==> src/rtl/coproc_pkg.sv <==
// coproc_pkg: op codes, output selects, shift formats and FSM states for coproc_mdu
package coproc_pkg;
  localparam logic [3:0] OP_MUL = 4'h9;
  localparam logic [3:0] OP_DIV = 4'hA;
  localparam logic [3:0] OP_SHF = 4'hB;
  localparam logic [3:0] SEL_BUSY = 4'd0;
  localparam logic [3:0] SEL_OPT = 4'd1;
  localparam logic [3:0] SEL_HI = 4'd2;
  localparam logic [3:0] SEL_LO = 4'd3;
  localparam logic [3:0] SEL_QUOT = 4'd4;
  localparam logic [3:0] SEL_REM = 4'd5;
  localparam logic [3:0] SEL_SHI = 4'd6;
  localparam logic [3:0] SEL_SLO = 4'd7;
  localparam logic [1:0] FMT_SLL = 2'b00;
  localparam logic [1:0] FMT_SRL = 2'b01;
  localparam logic [1:0] FMT_SRA = 2'b10;
  localparam logic [1:0] FMT_ROL = 2'b11;
  typedef enum logic [1:0] {IDLE, RUN, FIX} state_e;
endpackage

==> src/rtl/mdu_core.sv <==
// mdu_core: shared 2*WIDTH shift register, WIDTH+1 add/sub and step counter.
// The shift datapath and fmt port exist only when COPROC_MDU_SHIFT_EN is defined.
module mdu_core import coproc_pkg::*; #(
  parameter int WIDTH = 16,
  parameter int CNTW = $clog2(2*WIDTH)
) (
  input  logic               clk,
  input  logic               arstn,
  input  logic               load,
  input  logic               step,
  input  logic               fix,
  input  logic               neg,
  input  logic [3:0]         op,
`ifdef COPROC_MDU_SHIFT_EN
  input  logic [1:0]         fmt,
`endif
  input  logic [2*WIDTH-1:0] p_in,
  input  logic [WIDTH-1:0]   m_in,
  input  logic [CNTW-1:0]    k_in,
  output logic [2*WIDTH-1:0] res,
  output logic               last
);
  logic [2*WIDTH-1:0] p, mul_nxt, div_nxt, fix_val;
  logic [WIDTH-1:0]   m;
  logic [CNTW-1:0]    k;
  logic [WIDTH:0]     acc, add, sum;
  logic               div;
  assign div = op == OP_DIV;
  // Divide subtracts the divisor from {rem,next dividend bit}; multiply adds the multiplicand when lsb is set.
  assign acc = div ? p[2*WIDTH-1:WIDTH-1] : {1'b0, p[2*WIDTH-1:WIDTH]};
  assign add = div ? ~{1'b0, m} : (p[0] ? {1'b0, m} : '0);
  assign sum = acc + add + {{WIDTH{1'b0}}, div};
  assign mul_nxt = {sum, p[WIDTH-1:1]};
  assign div_nxt = sum[WIDTH] ? {p[2*WIDTH-2:0], 1'b0} : {sum[WIDTH-1:0], p[WIDTH-2:0], 1'b1};
  assign fix_val = neg ? -p : p;
  assign last = k == CNTW'(1);
`ifdef COPROC_MDU_SHIFT_EN
  logic [2*WIDTH-1:0] shf_nxt;
  assign shf_nxt = fmt == FMT_SLL ? {p[2*WIDTH-2:0], 1'b0}
                 : fmt == FMT_SRL ? {1'b0, p[2*WIDTH-1:1]}
                 : fmt == FMT_SRA ? {p[2*WIDTH-1], p[2*WIDTH-1:1]}
                 : {p[2*WIDTH-2:0], p[2*WIDTH-1]};
  assign res = fix ? fix_val : div ? div_nxt : op == OP_SHF ? shf_nxt : mul_nxt;
`else
  assign res = fix ? fix_val : div ? div_nxt : mul_nxt;
`endif
  always_ff @(posedge clk or negedge arstn)
    if (!arstn) begin
      p <= '0;
      m <= '0;
      k <= '0;
    end else if (load) begin
      p <= p_in;
      m <= m_in;
      k <= k_in;
    end else if (step || fix) begin
      p <= res;
      k <= k - CNTW'(1);
    end
endmodule

==> src/rtl/coproc_mdu.sv <==
// coproc_mdu: iterative multiply/divide/shift coprocessor with held results and sticky output select.
// Define COPROC_MDU_SHIFT_EN to include the shift op and output selects 6/7.
module coproc_mdu import coproc_pkg::*; #(
  parameter int         WIDTH   = 16,
  parameter logic [7:0] OPTIONS = 8'h07
) (
  input  logic             clk,
  input  logic             arstn,
  input  logic             go,
  input  logic [10:0]      sel,
  input  logic [WIDTH-1:0] a,
  input  logic [WIDTH-1:0] b,
  input  logic [WIDTH-1:0] c,
  output logic [WIDTH-1:0] y,
  output logic             busy
);
  localparam int CNTW = $clog2(2*WIDTH);
`ifdef COPROC_MDU_SHIFT_EN
  localparam logic [7:0] OPTS = OPTIONS | 8'h04;
`else
  localparam logic [7:0] OPTS = OPTIONS & 8'hfb;
`endif
  state_e state, state_nxt;
  logic [3:0]         op, op_r, sticky, outsel;
  logic               neg, ovf, start, mul_go, div_go, div_ovf, shf_go;
  logic               load, step, fix, done, last, unused_mode;
  logic [WIDTH-1:0]   ma, mb, hi, lo, quot, rem, y_nxt;
  logic [CNTW-1:0]    k_in;
  logic [2*WIDTH-1:0] res;
  assign op = sel[4:1];
  assign start = go && state == IDLE;
  assign mul_go = start && op == OP_MUL;
  assign div_go = start && op == OP_DIV;
  assign div_ovf = div_go && a >= c;
  assign ma = sel[10] && a[WIDTH-1] ? -a : a;
  assign mb = sel[10] && b[WIDTH-1] ? -b : b;
  assign unused_mode = &{1'b0, sel[9:5]};
`ifdef COPROC_MDU_SHIFT_EN
  logic [WIDTH-1:0] shi, slo;
  logic [1:0]       fmt_r;
  assign shf_go = start && op == OP_SHF;
  assign k_in = shf_go ? c[CNTW-1:0] : CNTW'(WIDTH);
  always_ff @(posedge clk or negedge arstn)
    if (!arstn) begin
      fmt_r <= '0;
      shi <= '0;
      slo <= '0;
    end else begin
      if (load) fmt_r <= sel[6:5];
      if (shf_go && k_in == '0) {shi, slo} <= {a, b};
      else if (done && op_r == OP_SHF) {shi, slo} <= res;
    end
`else
  assign shf_go = 1'b0;
  assign k_in = CNTW'(WIDTH);
`endif
  always_comb begin
    load = mul_go || (div_go && !div_ovf) || (shf_go && k_in != '0);
    step = state == RUN;
    fix = state == FIX;
    busy = state != IDLE;
    done = fix || (step && last && op_r != OP_MUL);
    state_nxt = load ? RUN : step && last ? (op_r == OP_MUL ? FIX : IDLE) : fix ? IDLE : state;
  end
  always_ff @(posedge clk or negedge arstn)
    if (!arstn) state <= IDLE;
    else state <= state_nxt;
  always_ff @(posedge clk or negedge arstn)
    if (!arstn) begin
      op_r <= '0;
      neg <= 1'b0;
      ovf <= 1'b0;
      hi <= '0;
      lo <= '0;
      quot <= '0;
      rem <= '0;
      sticky <= '0;
      y <= '0;
    end else begin
      if (load) begin
        op_r <= op;
        neg <= sel[10] && (a[WIDTH-1] ^ b[WIDTH-1]);
      end
      if (done && op_r == OP_MUL) {hi, lo} <= res;
      if (div_ovf) begin
        ovf <= 1'b1;
        quot <= '1;
        rem <= '1;
      end else if (done && op_r == OP_DIV) begin
        ovf <= 1'b0;
        {rem, quot} <= res;
      end
      if (go) sticky <= sel[3:0];
      y <= y_nxt;
    end
  always_comb begin
    outsel = go ? sel[3:0] : sticky;
    y_nxt = outsel == SEL_BUSY ? WIDTH'(busy)
          : outsel == SEL_OPT ? WIDTH'({ovf, OPTS})
          : outsel == SEL_HI ? hi
          : outsel == SEL_LO ? lo
          : outsel == SEL_QUOT ? quot
          : outsel == SEL_REM ? rem
`ifdef COPROC_MDU_SHIFT_EN
          : outsel == SEL_SHI ? shi
          : outsel == SEL_SLO ? slo
`endif
          : '0;
  end
  mdu_core #(.WIDTH(WIDTH), .CNTW(CNTW)) core (
    .clk(clk),
    .arstn(arstn),
    .load(load),
    .step(step),
    .fix(fix),
    .neg(neg),
    .op(op_r),
`ifdef COPROC_MDU_SHIFT_EN
    .fmt(fmt_r),
`endif
    .p_in(mul_go ? {{WIDTH{1'b0}}, mb} : {a, b}),
    .m_in(mul_go ? ma : c),
    .k_in(k_in),
    .res(res),
    .last(last)
  );
endmodule

==> config.mk <==
export PLATFORM = sky130hd
export DESIGN_NAME = coproc_mdu
export DESIGN_NICKNAME = d
export VERILOG_FILES = /design/src/rtl/coproc_pkg.sv /design/src/rtl/mdu_core.sv /design/src/rtl/coproc_mdu.sv
export SDC_FILE = /design/constraint.sdc
export NUM_CORES = 1
export LEC_CHECK = 0
export ABC_AREA = 1
export CAP_MARGIN = 25
export CORE_AREA = 2 2 147 149
export CTS_CLUSTER_SIZE = 12
export DETAILED_ROUTE_END_ITERATION = 6
export DIE_AREA = 0 0 149 151
export DONT_BUFFER_PORTS = 1
export HOLD_SLACK_MARGIN = 0.02
export PLACE_DENSITY = 0.84
export SLEW_MARGIN = 10
export SYNTH_ARGS = -nofsm -noshare
export SYNTH_HDL_FRONTEND = slang
export SYNTH_HIERARCHICAL = 1
export SYNTH_SLANG_ARGS = --single-unit
==> constraint.sdc <==
create_clock -name clk -period 3.5 [get_ports clk]
set_clock_uncertainty 0.2 [all_clocks]
set_input_delay 0.35 -clock clk [delete_from_list [all_inputs] [get_ports clk]]
set_output_delay 0.35 -clock clk [all_outputs]
set_load 0.005 [all_outputs]
==> impl_metrics.tcl, run 1 <==
set metrics [dict create \
    syn_inst 1690 \
    syn_area_mm2 0.0113 \
    place_congestion 1.03 \
    synth_edf_count 0 \
    slew-limit-headroom_pct 38.0 \
    final_area_mm2 0.0129 \
    yosysTopAreaCellShare_pct 32.2 \
    rsz0062_at_grt "yes" \
    path_cells "nand3_4 > buf_6 > inv_6 > nor2_4 > a21oi_4 > fa_2 > fa_2 > inv_2 > nand2_2 > nand2_2 > nand3_2 > nand2_4 > nand2_4 > nand2_4 > nand2_4 > nand2_8 > buf_6 > nand2_2 > nand3_2 > nand2_2 > nand2_4 > inv_2 > mux2_4" \
    met2_usage_pct 49.3 \
    cp_common_cell "nand2_4" \
    ff2ff_setup_slack_ns -0.08 \
    finalNonFillerCells 2011 \
    grt_pass1_vias 10800 \
    row_count 53 \
    vias 11700 \
    synthTopCellsByArea "dfrtp_1, nand2_1, inv_1, o21ai_0, nand3_1" \
    reg2regPathDepth 23 \
    io_buffer_count 0 \
    powerDensity_mw_per_mm2 1040 \
    dpl_worst_slack_ns -0.149 \
    synth.most_common_cell "nand2_1" \
    die-area_mm2 0.0225 \
    path_max_fanout 7 \
    use_met3_pct 5.75 \
    detail_route.wl_per_cell_um 16.9 \
    cts_tree "built" \
    die_y_um 151 \
    cts_buffers 17 \
    hold_slack_ns -0.591 \
    place_inst 1945 \
    drive_gt1_share_pct 16.7 \
    io_pins 79 \
    cap_violations 0 \
    total_power_w 0.0134 \
    fill_cells 1904 \
    crit_path_end "hi[0]" \
    antenna_found_initial 0 \
    insertedDiodeCount 0 \
    rr_startpoint "op_r[3]" \
    top_usage_layer "met2" \
    coreArea_mm2 0.0208 \
    yosysTopAreaCell "dfrtp_1" \
    synthArstFlopShare_pct 100 \
    netlist_top_cells_count "nand2_1, inv_1, dfrtp_1" \
    slowest_delay_ns 0.41 \
    cts_hold_buf 20 \
    dr.first_iter.drc_count 1447 \
    drt-total-wl_um 34000 \
    worstSetupStartpoint "op_r[3]" \
    clock-sinks 145 \
    synth-seq-cells 145 \
    crit_path_top_delay_cell "dfrtp_1" \
    initial_core_util_pct 54.1 \
    firstDrtPassIters 6 \
    run_status "complete, but fails checks" \
    clock_path_buffers 2 \
    cts_root_buffer "clkbuf_16" \
    grt_util_met1_pct 39.5 \
    placed_area_mm2 0.0117 \
    final_antenna_net_count 0 \
    violations "negative hold slack, negative setup slack" \
    crit_required_ns 3.62 \
    fp.dieW_um 149 \
    dp_hpwl_um 23800 \
    crit_arrival_ns 3.70 \
    slew_viol_final 0 \
    track_usage_pct 30.2 \
    area_growth_pct 14.4 \
    vias_per_cell 5.80 \
    grt_pass1_wl_um 53600 \
    route.detailed.drc 0 \
    htreeDepth 4 \
    cp-start-kind "flop" \
    period_share_pct 102 \
    fin_nets 1823 \
    grt_overflow_total 0 \
    clk_latency_ns 0.44 \
    max-vdd-ir-drop_mv 0.465 \
    fin_crit_ns 3.58 \
    path_class "reg -> reg" \
    yosys_warnings 6 \
    synthFlopType "dfrtp_1" \
    grt_max_degree 146 \
    hp-class "in -> async" \
    clkTransAtPathRegs_ns 0.07 \
    fmax_mhz 280 \
    synth_seq_area_share_pct 32.2 \
    setup_viol 26 \
    leakage_nw 6.53 \
    timing.rr.end "hi[0]" \
    cp-end-kind "flop" \
    avgSynthCellArea_um2 6.67 \
    finalHoldViolCount 145 \
    synthDistinctLibCells 55 \
    setup_slack_ns -0.0773 \
    worst_pin_slew_ns 0.929 \
]
## placed cells by master, fill, tap and decap left out, types with 20 or more instances in the layout
| cell type | n |
|---|---|
| nand2_1 | 482 |
| inv_1 | 166 |
| dfrtp_1 | 145 |
| nor2_1 | 138 |
| o21ai_0 | 116 |
| nand3_1 | 107 |
| nand2_2 | 65 |
| a21oi_1 | 51 |
| buf_4 | 51 |
| o21ai_1 | 50 |
| inv_2 | 39 |
| ha_1 | 34 |
| o211ai_1 | 21 |
| dlygate4sd3_1 | 20 |
## layer usage
layer | share of wire (%) | up-vias
met4 | 3.6 | 0
met3 | 10 | 109
met2 | 47 | 651
met1 | 40 | 5379
met5 | 0 | -
li1 | - | 5520
## state kept, by name, summed over array words and instances (netlist names)
name	count
op_r	4
ovf	1
sticky	4
hi	16
state	2
core/m	16
core/k	5
quot	16
y	16
core/p	32
rem	16
lo	16
neg	1
## power breakdown
part / switching [W] / leakage [nW] / internal, W / total [W]
combinational: 0.00570 / 4.50 / 0.00319 / 0.00889
sequential: 0.000498 / 1.75 / 0.00219 / 0.00269
clock: 0.000860 / 0.280 / 0.000963 / 0.00182
## kinds of logic after synthesis
| family | Yosys count | share of synthesized area (%) |
|---|---|---|
| AO/OA/AOI/OAI | 297 | 15.3 |
| other | 2 | 0.0666 |
| XOR/XNOR | 26 | 2.02 |
| buffers and inverters | 281 | 10.5 |
| AND/OR/NAND/NOR | 894 | 34.8 |
| adder cells (fa/ha/maj) | 38 | 4.35 |
| multiplexers | 7 | 0.700 |
| flip-flops | 145 | 32.2 |
## metrics by stage
stage          TNS (ns)  utilization, %
3_3_place_gp    -0.0550            56.0
5_1_grt           -6.04            61.9
6_report         -0.872            61.9
2_1_floorplan   -0.0669               -
4_1_cts               0            60.1
3_5_place_dp      -1.78            56.0
## cell type report
cell class / instances / area [um2] / share of cell area, %
Inverter: 210 / 798 / 6.19
Tap cell: 275 / 344 / 2.67
Sequential cell: 145 / 3630 / 28.1
Multi-Input combinational cell: 1268 / 6830 / 53.0
Timing Repair Buffer: 81 / 717 / 5.56
Clock inverter: 14 / 139 / 1.08
Clock buffer: 18 / 439 / 3.41
## repair_timing
item | in CTS | in global routing
setup buffers | 1 | 12
endpoints found under the setup margin | 39 | 50
endpoints found under the hold margin | 161 | 145
gates resized for setup | 13 | 132
gates cloned | 1 | 0
pin swaps | 10 | 66
## worst min-delay path by stage
| stage | startpoint | end | slack [ns] | cells past startpoint |
|---|---|---|---|---|
| floorplan | arstn | core/k[0] | -0.15 | 0 |
| global placement | arstn | sticky[3] | -0.14 | 0 |
| detailed placement | arstn | sticky[3] | -0.14 | 0 |
| CTS | arstn | sticky[3] | -0.59 | 0 |
| global route | arstn | sticky[3] | -0.60 | 0 |
| finish | arstn | sticky[3] | -0.59 | 0 |
## critical path, delay by kind of cell, from the launching register on
family                   cells  cell delay, ns
flip-flops                   1            0.41
buffers and inverters        5            0.41
multiplexers                 1            0.26
adder cells (fa/ha/maj)      2            0.80
AO/OA/AOI/OAI                1            0.08
AND/OR/NAND/NOR             14            1.26
No activity file was read; power rests on OpenSTA's default activity.
==> run 2: changes to the inputs <==
ABC_CLOCK_PERIOD_IN_PS = 3500   (was default)
CORE_AREA = 3 3 148 150   (was 2 2 147 149)
DIE_AREA = 0 0 151 153   (was 0 0 149 151)
PLACE_DENSITY = 0.72   (was 0.84)
==> impl_metrics.tcl, run 2 (synthesis results as in run 1) <==
set metrics [dict create \
    fin_crit_ns 3.51 \
    antenna_found_initial 1 \
    crit_path_top_delay_cell "fa_2" \
    setup_slack_ns -0.00867 \
    fin_setup_tns_ns -0.00867 \
    max_flop_register "core/p" \
    worst_pin_slew_ns 0.981 \
    detail_route.wl_per_cell_um 16.6 \
    clk_latency_ns 0.44 \
    die-area_mm2 0.0231 \
    path_cells "nand3_4 > buf_6 > inv_6 > nor2_4 > a21oi_4 > fa_2 > fa_2 > inv_2 > nand2_2 > nand2_2 > nand3_2 > nand2_2 > nand2_4 > nand2_4 > nand2_4 > nand3_4 > nand2_2 > nand2_2 > nand2_2 > nand2_2 > nand2_2 > mux2_4" \
    slowest_delay_ns 0.42 \
    regArea_mm2 0.00363 \
    finalNonFillerCells 2026 \
    cap_violations 0 \
    vias 11300 \
    die_y_um 153 \
    rsz0062_at_grt "yes" \
    final_cell_mix "nand2_1, inv_1, dfrtp_1" \
    crit_required_ns 3.63 \
    cp-end-kind "flop" \
    firstDrtPassIters 7 \
    powerDensity_mw_per_mm2 1020 \
    rr_startpoint "op_r[1]" \
    path_max_fanout 8 \
    insertedDiodeCount 0 \
    fp.dieW_um 151 \
    track_usage_pct 28.7 \
    cp_common_cell "nand2_2" \
    cts_buffers 17 \
    grt_overflow_total 0 \
    ff2ff_setup_slack_ns -0.009 \
    drive_gt1_share_pct 15.2 \
    final_antenna_net_count 0 \
    cts_hold_buf 18 \
    clkTransAtPathRegs_ns 0.08 \
    hp-class "in -> async" \
    fill_cells 2019 \
    setup_viol 1 \
    finalHoldViolCount 145 \
    place_congestion 0.947 \
    timing.rr.end "hi[14]" \
    path_class "reg -> reg" \
    crit_arrival_ns 3.63 \
    io_buffer_count 0 \
    max-vdd-ir-drop_mv 0.516 \
    htreeDepth 4 \
    grt_max_degree 146 \
    period_share_pct 100 \
    final_area_mm2 0.0129 \
    clock-sinks 145 \
    clock_path_buffers 2 \
    dr.first_iter.drc_count 936 \
    slew-limit-headroom_pct 33.9 \
    row_count 53 \
    run_status "complete, but fails checks" \
    reg2regPathDepth 22 \
    io_pins 79 \
    fmax_mhz 285 \
    cts_tree "built" \
    vias_per_cell 5.57 \
    grt_pass1_wl_um 53200 \
    layout.cells.most_common "nand2_1" \
    largest_reg_flops 32 \
    place_inst 1968 \
    drt-total-wl_um 33600 \
    initial_core_util_pct 54.1 \
    leakage_nw 6.59 \
    multi_input_comb_area_mm2 0.00673 \
    coreArea_mm2 0.0208 \
    route.detailed.drc 1 \
    fin_nets 1838 \
    grt_pass1_vias 10400 \
    cp-start-kind "flop" \
    dp_hpwl_um 24200 \
    area_growth_pct 14.5 \
    placed_area_mm2 0.0118 \
    violations "design-rule violations, negative hold slack, negative setup slack" \
    hold_slack_ns -0.584 \
    slew_viol_final 0 \
    cts_root_buffer "clkbuf_16" \
]
[run 2: area by class of cell]
cell class	count	share of cell area (%)
clock inverter	15	1.42
tap	275	2.67
sequential	145	28.1
multi-input combinational	1269	52.2
inverter	210	6.19
timing repair buffer	95	6.15
clock buffer	17	3.30
[run 2: metrics by stage]
| step | util, % | worst slack, ns | total power, W | hold WS [ns] |
|---|---|---|---|---|
| 2_1_floorplan | - | -0.0338 | 0.00774 | -0.146 |
| 3_3_place_gp | 56.8 | -0.0334 | 0.0102 | -0.139 |
| 3_5_place_dp | 56.8 | -0.0873 | 0.0104 | -0.140 |
| 4_1_cts | 60.9 | -0.00875 | 0.0124 | -0.596 |
| 5_1_grt | 62.0 | -0.151 | 0.0142 | -0.605 |
| 6_report | 62.0 | -0.00867 | 0.0132 | -0.584 |
[run 2: power breakdown]
| part | switching, W | total (W) | internal (W) |
|---|---|---|---|
| logic | 0.00550 | 0.00866 | 0.00315 |
| clock network | 0.000897 | 0.00187 | 0.000973 |
| registers | 0.000471 | 0.00266 | 0.00219 |
[run 2: worst max-delay path: cells and delay by family (launching register included)]
kind                       cells  cell delay, ns
AOI/OAI and AO/OA              1            0.07
and+or+nand+nor               15            1.40
buffers and inverters          3            0.25
adders and majority gates      2            0.79
muxes                          1            0.27
DFF                            1            0.41
[run 2: per-layer routing]
layer | part of all wire (%) | routed length, um | track usage, % | vias up
met3 | 8.7 | 2910 | 7.03 | 73
met4 | 3.2 | 1060 | 10.1 | 2
met2 | 46 | 15500 | 45.3 | 433
li1 | - | - | - | 5559
met5 | 0.036 | 12 | 0 | -
met1 | 42 | 14100 | 38.5 | 5216
[run 2: timing repair]
item,4_1_cts,5_1_grt
pin swaps,5,35
endpoints found under the setup margin,38,51
gates resized for setup,11,90
hold endpoints to repair,161,145
gates cloned,1,1
buffers inserted,2,4
[run 2: worst max-delay path by stage]
stage	startpoint	to	slack (ns)	cells past startpoint
finish	op_r[1]	hi[14]	-0.009	22
global route	op_r[0]	rem[1]	-0.15	24
CTS	op_r[3]	rem[6]	-0.009	23
detailed placement	op_r[2]	rem[6]	-0.09	24
global placement	op_r[2]	rem[6]	-0.03	23
floorplan	op_r[0]	hi[0]	-0.03	26
